--- src/rtl/reg_bank_pkg.sv ---
`default_nettype none
// ============================================================================
//  Module      : reg_bank_pkg
//  Description : Shared constants and types for the general-register bank
//                write path: bank geometry, opcodes, FIFO entry layout.
//  Revision    : 1.0  initial release
// ============================================================================
package reg_bank_pkg;

   // Bank geometry
   localparam int NREG   = 16;
   localparam int ADDR_W = 5;   // same width as the read select; 16..31 invalid
   localparam int OP_W   = 2;
   localparam int DATA_W = 16;

   // Write opcodes
   typedef enum logic [OP_W-1:0] {
      OP_LOAD = 2'b00,
      OP_SET  = 2'b01,
      OP_CLR  = 2'b10,
      OP_INC  = 2'b11
   } op_e;

   // FIFO entry layout, MSB first: {addr, op, data}
   localparam int ENTRY_ADDR_W = ADDR_W;
   localparam int ENTRY_OP_W   = OP_W;

   function automatic int entry_w(input int data_w);
      return ENTRY_ADDR_W + ENTRY_OP_W + data_w;
   endfunction

endpackage
`default_nettype wire

--- src/rtl/fifo2_wr.sv ---
`default_nettype none
// ============================================================================
//  Module      : fifo2_wr
//  Description : Two-entry in-order synchronous FIFO. Exposes the registered
//                occupancy and the head entry; slot 0 is always the head.
//  Revision    : 1.0  initial release
// ============================================================================
module fifo2_wr #(
   parameter int WIDTH = 8
) (
   input  logic             clk,
   input  logic             rst_n,
   input  logic             push_i,
   input  logic [WIDTH-1:0] din_i,
   input  logic             pop_i,
   output logic [1:0]       count_o,
   output logic [WIDTH-1:0] head_o
);

   logic [1:0]       count_q, count_d;
   logic [WIDTH-1:0] ent0_q, ent0_d;
   logic [WIDTH-1:0] ent1_q, ent1_d;
   logic             push_w, pop_w;
   logic [1:0]       wr_idx_w;

   // Requests are qualified against the current occupancy so the FIFO can
   // never overflow or underflow regardless of what the caller asks for.
   assign push_w   = push_i && (count_q != 2'd2);
   assign pop_w    = pop_i  && (count_q != 2'd0);
   assign wr_idx_w = count_q - {1'b0, pop_w};

   // Next-state: shift on pop, then drop a new entry into the first free slot
   always_comb begin
      ent0_d  = ent0_q;
      ent1_d  = ent1_q;
      count_d = count_q + {1'b0, push_w} - {1'b0, pop_w};
      if (pop_w) begin
         ent0_d = ent1_q;
      end
      if (push_w) begin
         if (wr_idx_w == 2'd0) begin
            ent0_d = din_i;
         end else begin
            ent1_d = din_i;
         end
      end
   end

   // Storage and occupancy; a reset discards any buffered entries
   always_ff @(posedge clk or negedge rst_n) begin
      if (!rst_n) begin
         count_q <= 2'd0;
         ent0_q  <= '0;
         ent1_q  <= '0;
      end else begin
         count_q <= count_d;
         ent0_q  <= ent0_d;
         ent1_q  <= ent1_d;
      end
   end

   assign count_o = count_q;
   assign head_o  = ent0_q;

endmodule
`default_nettype wire

--- src/rtl/reg_bank_wr.sv ---
`default_nettype none
// ============================================================================
//  Module      : reg_bank_wr
//  Description : Write side of the 16-entry general-register bank. Requests
//                are buffered in a 2-entry FIFO and committed one per cycle
//                as LOAD / SET / CLR / INC on the addressed register.
//  Revision    : 1.0  initial release
// ============================================================================
module reg_bank_wr
   import reg_bank_pkg::*;
#(
   parameter int N = DATA_W
) (
   input  logic              clk,
   input  logic              rst_n,
   input  logic              wr_valid,
   output logic              wr_ready,
   input  logic [ADDR_W-1:0] wr_addr,
   input  logic [OP_W-1:0]   wr_op,
   input  logic [N-1:0]      wr_data,
   output logic [N-1:0]      R_0,
   output logic [N-1:0]      R_1,
   output logic [N-1:0]      R_2,
   output logic [N-1:0]      R_3,
   output logic [N-1:0]      R_4,
   output logic [N-1:0]      R_5,
   output logic [N-1:0]      R_6,
   output logic [N-1:0]      R_7,
   output logic [N-1:0]      R_8,
   output logic [N-1:0]      R_9,
   output logic [N-1:0]      R_10,
   output logic [N-1:0]      R_11,
   output logic [N-1:0]      R_12,
   output logic [N-1:0]      R_13,
   output logic [N-1:0]      R_14,
   output logic [N-1:0]      R_15,
   output logic              wr_done,
   output logic              err_addr
);

   localparam int ENTRY_W = entry_w(N);

   logic [1:0]          fifo_cnt_w;
   logic [ENTRY_W-1:0]  push_ent_w;
   logic [ENTRY_W-1:0]  head_ent_w;
   logic                push_w;
   logic                pop_w;
   logic [ADDR_W-1:0]   head_addr_w;
   op_e                 head_op_w;
   logic [N-1:0]        head_data_w;
   logic                addr_ok_w;
   logic [NREG-1:0]     we_w;
   logic [N-1:0]        cur_val_w;
   logic [N-1:0]        new_val_w;
   logic [N-1:0]        regs_q [NREG];
   logic                done_q;
   logic                err_q;

   // Ready depends only on the registered occupancy
   assign wr_ready   = (fifo_cnt_w != 2'd2);
   assign push_w     = wr_valid && wr_ready;
   assign push_ent_w = {wr_addr, wr_op, wr_data};

   // The commit stage never stalls: whatever is at the head goes this edge
   assign pop_w = (fifo_cnt_w != 2'd0);

   fifo2_wr #(
      .WIDTH (ENTRY_W)
   ) u_fifo (
      .clk     (clk),
      .rst_n   (rst_n),
      .push_i  (push_w),
      .din_i   (push_ent_w),
      .pop_i   (pop_w),
      .count_o (fifo_cnt_w),
      .head_o  (head_ent_w)
   );

   assign head_addr_w = head_ent_w[ENTRY_W-1 -: ADDR_W];
   assign head_op_w   = op_e'(head_ent_w[N +: OP_W]);
   assign head_data_w = head_ent_w[N-1:0];
   assign addr_ok_w   = (head_addr_w < ADDR_W'(NREG));

   // Read the current value of the target register for read-modify-write
   assign cur_val_w = regs_q[head_addr_w[3:0]];

   // Commit ALU: one shared datapath for the head entry
   always_comb begin
      new_val_w = cur_val_w;
      case (head_op_w)
         OP_LOAD: new_val_w = head_data_w;
         OP_SET:  new_val_w = cur_val_w | head_data_w;
         OP_CLR:  new_val_w = cur_val_w & ~head_data_w;
         OP_INC:  new_val_w = cur_val_w + {{(N-1){1'b0}}, 1'b1};
         default: new_val_w = cur_val_w;
      endcase
   end

   // Address decoder: one-hot enable, all-zero for an out-of-range index
   always_comb begin
      we_w = '0;
      if (pop_w && addr_ok_w) begin
         we_w = NREG'(1) << head_addr_w[3:0];
      end
   end

   // Register array; each register loads the ALU result when selected
   generate
      for (genvar gi = 0; gi < NREG; gi++) begin : g_reg
         // Per-register storage with write enable
         always_ff @(posedge clk or negedge rst_n) begin
            if (!rst_n) begin
               regs_q[gi] <= '0;
            end else if (we_w[gi]) begin
               regs_q[gi] <= new_val_w;
            end
         end
      end
   endgenerate

   // Status pulses, high for the cycle after the commit edge
   always_ff @(posedge clk or negedge rst_n) begin
      if (!rst_n) begin
         done_q <= 1'b0;
         err_q  <= 1'b0;
      end else begin
         done_q <= pop_w &&  addr_ok_w;
         err_q  <= pop_w && !addr_ok_w;
      end
   end

   assign wr_done  = done_q;
   assign err_addr = err_q;

   assign R_0  = regs_q[0];
   assign R_1  = regs_q[1];
   assign R_2  = regs_q[2];
   assign R_3  = regs_q[3];
   assign R_4  = regs_q[4];
   assign R_5  = regs_q[5];
   assign R_6  = regs_q[6];
   assign R_7  = regs_q[7];
   assign R_8  = regs_q[8];
   assign R_9  = regs_q[9];
   assign R_10 = regs_q[10];
   assign R_11 = regs_q[11];
   assign R_12 = regs_q[12];
   assign R_13 = regs_q[13];
   assign R_14 = regs_q[14];
   assign R_15 = regs_q[15];

endmodule
`default_nettype wire
--- config.mk ---
export PLATFORM = sky130hd
export DESIGN_NAME = reg_bank_wr
export DESIGN_NICKNAME = d
export VERILOG_FILES = /design/src/rtl/reg_bank_pkg.sv /design/src/rtl/fifo2_wr.sv /design/src/rtl/reg_bank_wr.sv
export SDC_FILE = /design/constraint.sdc
export NUM_CORES = 1
export LEC_CHECK = 0
export BUFFER_PORTS_ARGS = -buffer_cell sky130_fd_sc_hd__buf_4
export CAP_MARGIN = 20
export CORE_MARGIN = 10
export CORE_UTILIZATION = 55
export CTS_CLUSTER_SIZE = 14
export DETAILED_ROUTE_END_ITERATION = 8
export PLACE_DENSITY = 0.91
export SLEW_MARGIN = 5
export SYNTH_ARGS = -nofsm -noshare
export SYNTH_HDL_FRONTEND = slang
export SYNTH_SLANG_ARGS = --single-unit
--- constraint.sdc ---
create_clock -name clk -period 5.3 [get_ports clk]
set_clock_uncertainty 0.15 [all_clocks]
set_input_delay 0.53 -clock clk [delete_from_list [all_inputs] [get_ports clk]]
set_output_delay 0.53 -clock clk [all_outputs]
set_load 0.03 [all_outputs]
==> flow_summary_export.csv <==
group,metric,value,unit
route,first_pass_iters,6,
grt,antenna_found_initial,2,
logic_synthesis,synth_top_family_by_area,"multiplexers",
critical_path,timing.critical_path.mode_cell,"mux2_2",
clocking,clk_path_buf_depth,3,
route,postRouteAntennaNets,0,
pwr,p_per_area,536.3,nW/µm²
pwr,ir_drop,0.0004101,V
logic_synthesis,ys_async_sr_fraction,100.0,%
logic_synthesis,synth-compound-area-share,7.195,%
critical_path,cp_top_family,"compound AO/OA/AOI/OAI gates",
critical_path,worstPathArrival,4.74,ns
sta,rsz0062_at_grt,"no",
floorplanning,coreArea,26130,µm²
finish,fin_cells,1739,
route,drt-wirelength-per-cell,28.20,µm
sta,setup_viol,0,
critical_path,max_stage_delay,1.03,ns
sta,hold_viol,0,
critical_path,critical_path_class,"reg -> reg",
logic_synthesis,ys_types,61,
sta,period_share,83.25,%
logic_synthesis,syn_area,14610,µm²
sta,fmax,0.2267,GHz
route,drc_errors,0,
outcome,status,"completed",
logic_synthesis,synth.largest_area_cell,"dfrtp_1",
sta,tightestPinTransition,1.255,ns
critical_path,startpoint_type,"flip-flop",
logic_synthesis,yosysWarnings,0,
sta,drv_slew,0,
sta,tns,0,ns
finish,final_util,68.98,%
logic_synthesis,synthSimpleGateAreaFrac,7.152,%
worst_hold_path,hp-class,"in -> reg",
route,via_per_inst,6.489,
critical_path,endpoint_kind,"flip-flop",
clocking,h-tree-depth,1,
critical_path,crit_path_top_delay_cell,"dfrtp_4",
placed_design,io_buffers,284,
clocking,cts_made_buffers,31,
grt,grt_use_total,28.53,%
sta,fin_crit,4.412,ns
placed_design,dpl.hpwl,33.66,mm
critical_path,path_max_fanout,51,
logic_synthesis,synth.top_cells.by_count,"dfrtp_1, mux2_2, nor2_1",
logic_synthesis,seq_area_frac_synth,52.42,%
sta,worst_slack,0.8880,ns
logic_synthesis,syn_area_per_cell,13.04,µm²
pwr,p_total,9.668,mW
floorplanning,fp-row-count,59,
finish,final_cell_area,18030,µm²
sta,whs,0.05322,ns
sta,slew_headroom,16.21,%
logic_synthesis,synth_area_leaders,"dfrtp_1, mux2_2, mux4_2, mux2i_1, nor2_1",
floorplanning,die_x,183.0,µm
logic_synthesis,synth_xor_area_share,0,%
logic_synthesis,synth.most_common_cell,"dfrtp_1",
floorplanning,die_area,33480,µm²
logic_synthesis,synth-seq-cells,306,
finish,fill_cells,1754,
logic_synthesis,synthAdderAreaFrac,0.08565,%
floorplanning,io_pins,285,
clocking,postCtsSetupBuffers,0,
placed_design,dp_cells,1680,
route,wirelength,49.04,mm
clocking,clk_latency,0.57,ns
grt,grt_max_degree,126,
finish,syn2layout_area_growth,23.41,%
route,drt_iter0_markers,1389,
finish,final_layout_size_suffix_gt1_share,47.18,%
clocking,cts.sinks,306,
logic_synthesis,synth_top_area_share,52.42,%
clocking,cts_tree,"yes",
placed_design,place_congestion,0.9551,
finish,fin_nets,1409,
grt,overflow,0,
critical_path,crit_buf_inv,0,
placed_design,placed_cell_area,17010,µm²
route,vias,11284,
logic_synthesis,syn-num-nets,1147,
run,drv_cap,0,
clocking,path_clk_slew,0.06,ns
clocking,clockRootBuffer,"clkbuf_16",
grt,grt_pass1_wl,73.52,mm
pwr,p_leak,8.541,nW
logic_synthesis,synth-main-ff-cell,"dfrtp_1",
logic_synthesis,synth-edff-count,0,
floorplanning,start_util,55.90,%
placed_design,place_ws,1.039,ns
critical_path,path_cells,"mux4_2, mux2_2, nor2_1, a21oi_1, ha_1, nand2_2, nor3_2, nand4_1, o211ai_1, mux2_2",
floorplanning,chipHeight,183.0,µm
grt,first_global_vias,11769,
logic_synthesis,synthMuxAreaShare,29.68,%
logic_synthesis,synthCells,1120,
critical_path,crit_required,5.63,ns
logic make-up after synthesis:
group,Yosys count
AOI/OAI and AO/OA,167
buffers and inverters,95
adders and majority gates,1
muxes,320
DFF,306
and+or+nand+nor,231
layout by cell type, fill, tap and decap left out, types with 3 or more instances in the layout:
cell type / netlist / final
inv_1: 3 / 3
nand2b_1: 5 / 5
clkbuf_8: 0 / 11
diode_2: 0 / 3
and2_1: 6 / 6
or3_1: 6 / 6
nor3_1: 8 / 4
a31oi_1: 34 / 34
mux4_2: 54 / 54
nor2b_1: 4 / 3
mux4_1: 12 / 12
mux2i_1: 45 / 45
or4_1: 3 / 3
nand3_1: 15 / 15
clkbuf_16: 0 / 31
nor2_2: 0 / 12
nand4_1: 4 / 4
dfrtp_1: 306 / 303
and3_1: 4 / 4
o211ai_1: 5 / 5
nor3_2: 1 / 5
a21oi_1: 57 / 57
o21ai_0: 33 / 33
mux2_2: 209 / 209
o2bb2ai_1: 3 / 3
o21ai_1: 3 / 3
a22oi_1: 6 / 6
buf_4: 8 / 315
nand2_1: 54 / 54
nor4_1: 3 / 3
nor2_1: 108 / 95
clkbuf_1: 48 / 5
layer usage:
metal | wire length, µm | GRT usage, % | up-vias
met5 | 0 | 0 | -
met4 | 2231 | 11.51 | 0
met3 | 5996 | 9.387 | 156
met2 | 22790 | 45.22 | 792
met1 | 18030 | 35.58 | 5667
li1 | - | - | 4669
power by group:
group,leakage [nW],switching [mW],total (mW),internal [mW]
clock,0.480,0.899,2.12,1.22
sequential,3.96,0.619,3.56,2.94
combinational,4.10,2.40,3.99,1.59
total,8.54,3.92,9.67,5.75
cell type report:
cell class	count	area, µm²	share of cell area [%]
clock buffers	47	945.9	5.247
flip-flops and latches	306	7664	42.51
diodes	3	7.507	0.04164
inverters	5	18.77	0.1041
multi-input cells	719	6509	36.10
clock inverters	5	33.78	0.1874
well taps	335	419.2	2.325
repair buffers	319	2430	13.48
worst min-delay path, cell delays in order:
cell and delay, ns:
buf_4 0.09, nand2_1 0.03, o21ai_0 0.06
final timing paths:
check,from,endpoint,slack (ns),cells after the start
setup / recovery,u_fifo.head_o[19]$_DFF_PN0_,R_7[14]$_DFFE_PN0P_,0.89,10
hold / removal,wr_data[0],u_fifo.head_o[0]$_DFF_PN0_,0.05,3
setup reg to reg,u_fifo.head_o[19]$_DFF_PN0_,R_7[14]$_DFFE_PN0P_,0.89,10
hold reg to reg,u_fifo.ent1_q[10]$_DFFE_PN0P_,u_fifo.ent1_q[10]$_DFFE_PN0P_,0.36,1
max in group asynchronous,rst_n,R_0[9]$_DFFE_PN0P_,3.23,3
min in group asynchronous,rst_n,R_4[7]$_DFFE_PN0P_,0.50,2
what timing repair did:
action	in CTS	in global routing
gates resized for setup	0	0
hold endpoints to repair	113	0
hold buffers	1	0
No activity file was read; power rests on OpenSTA's default activity.
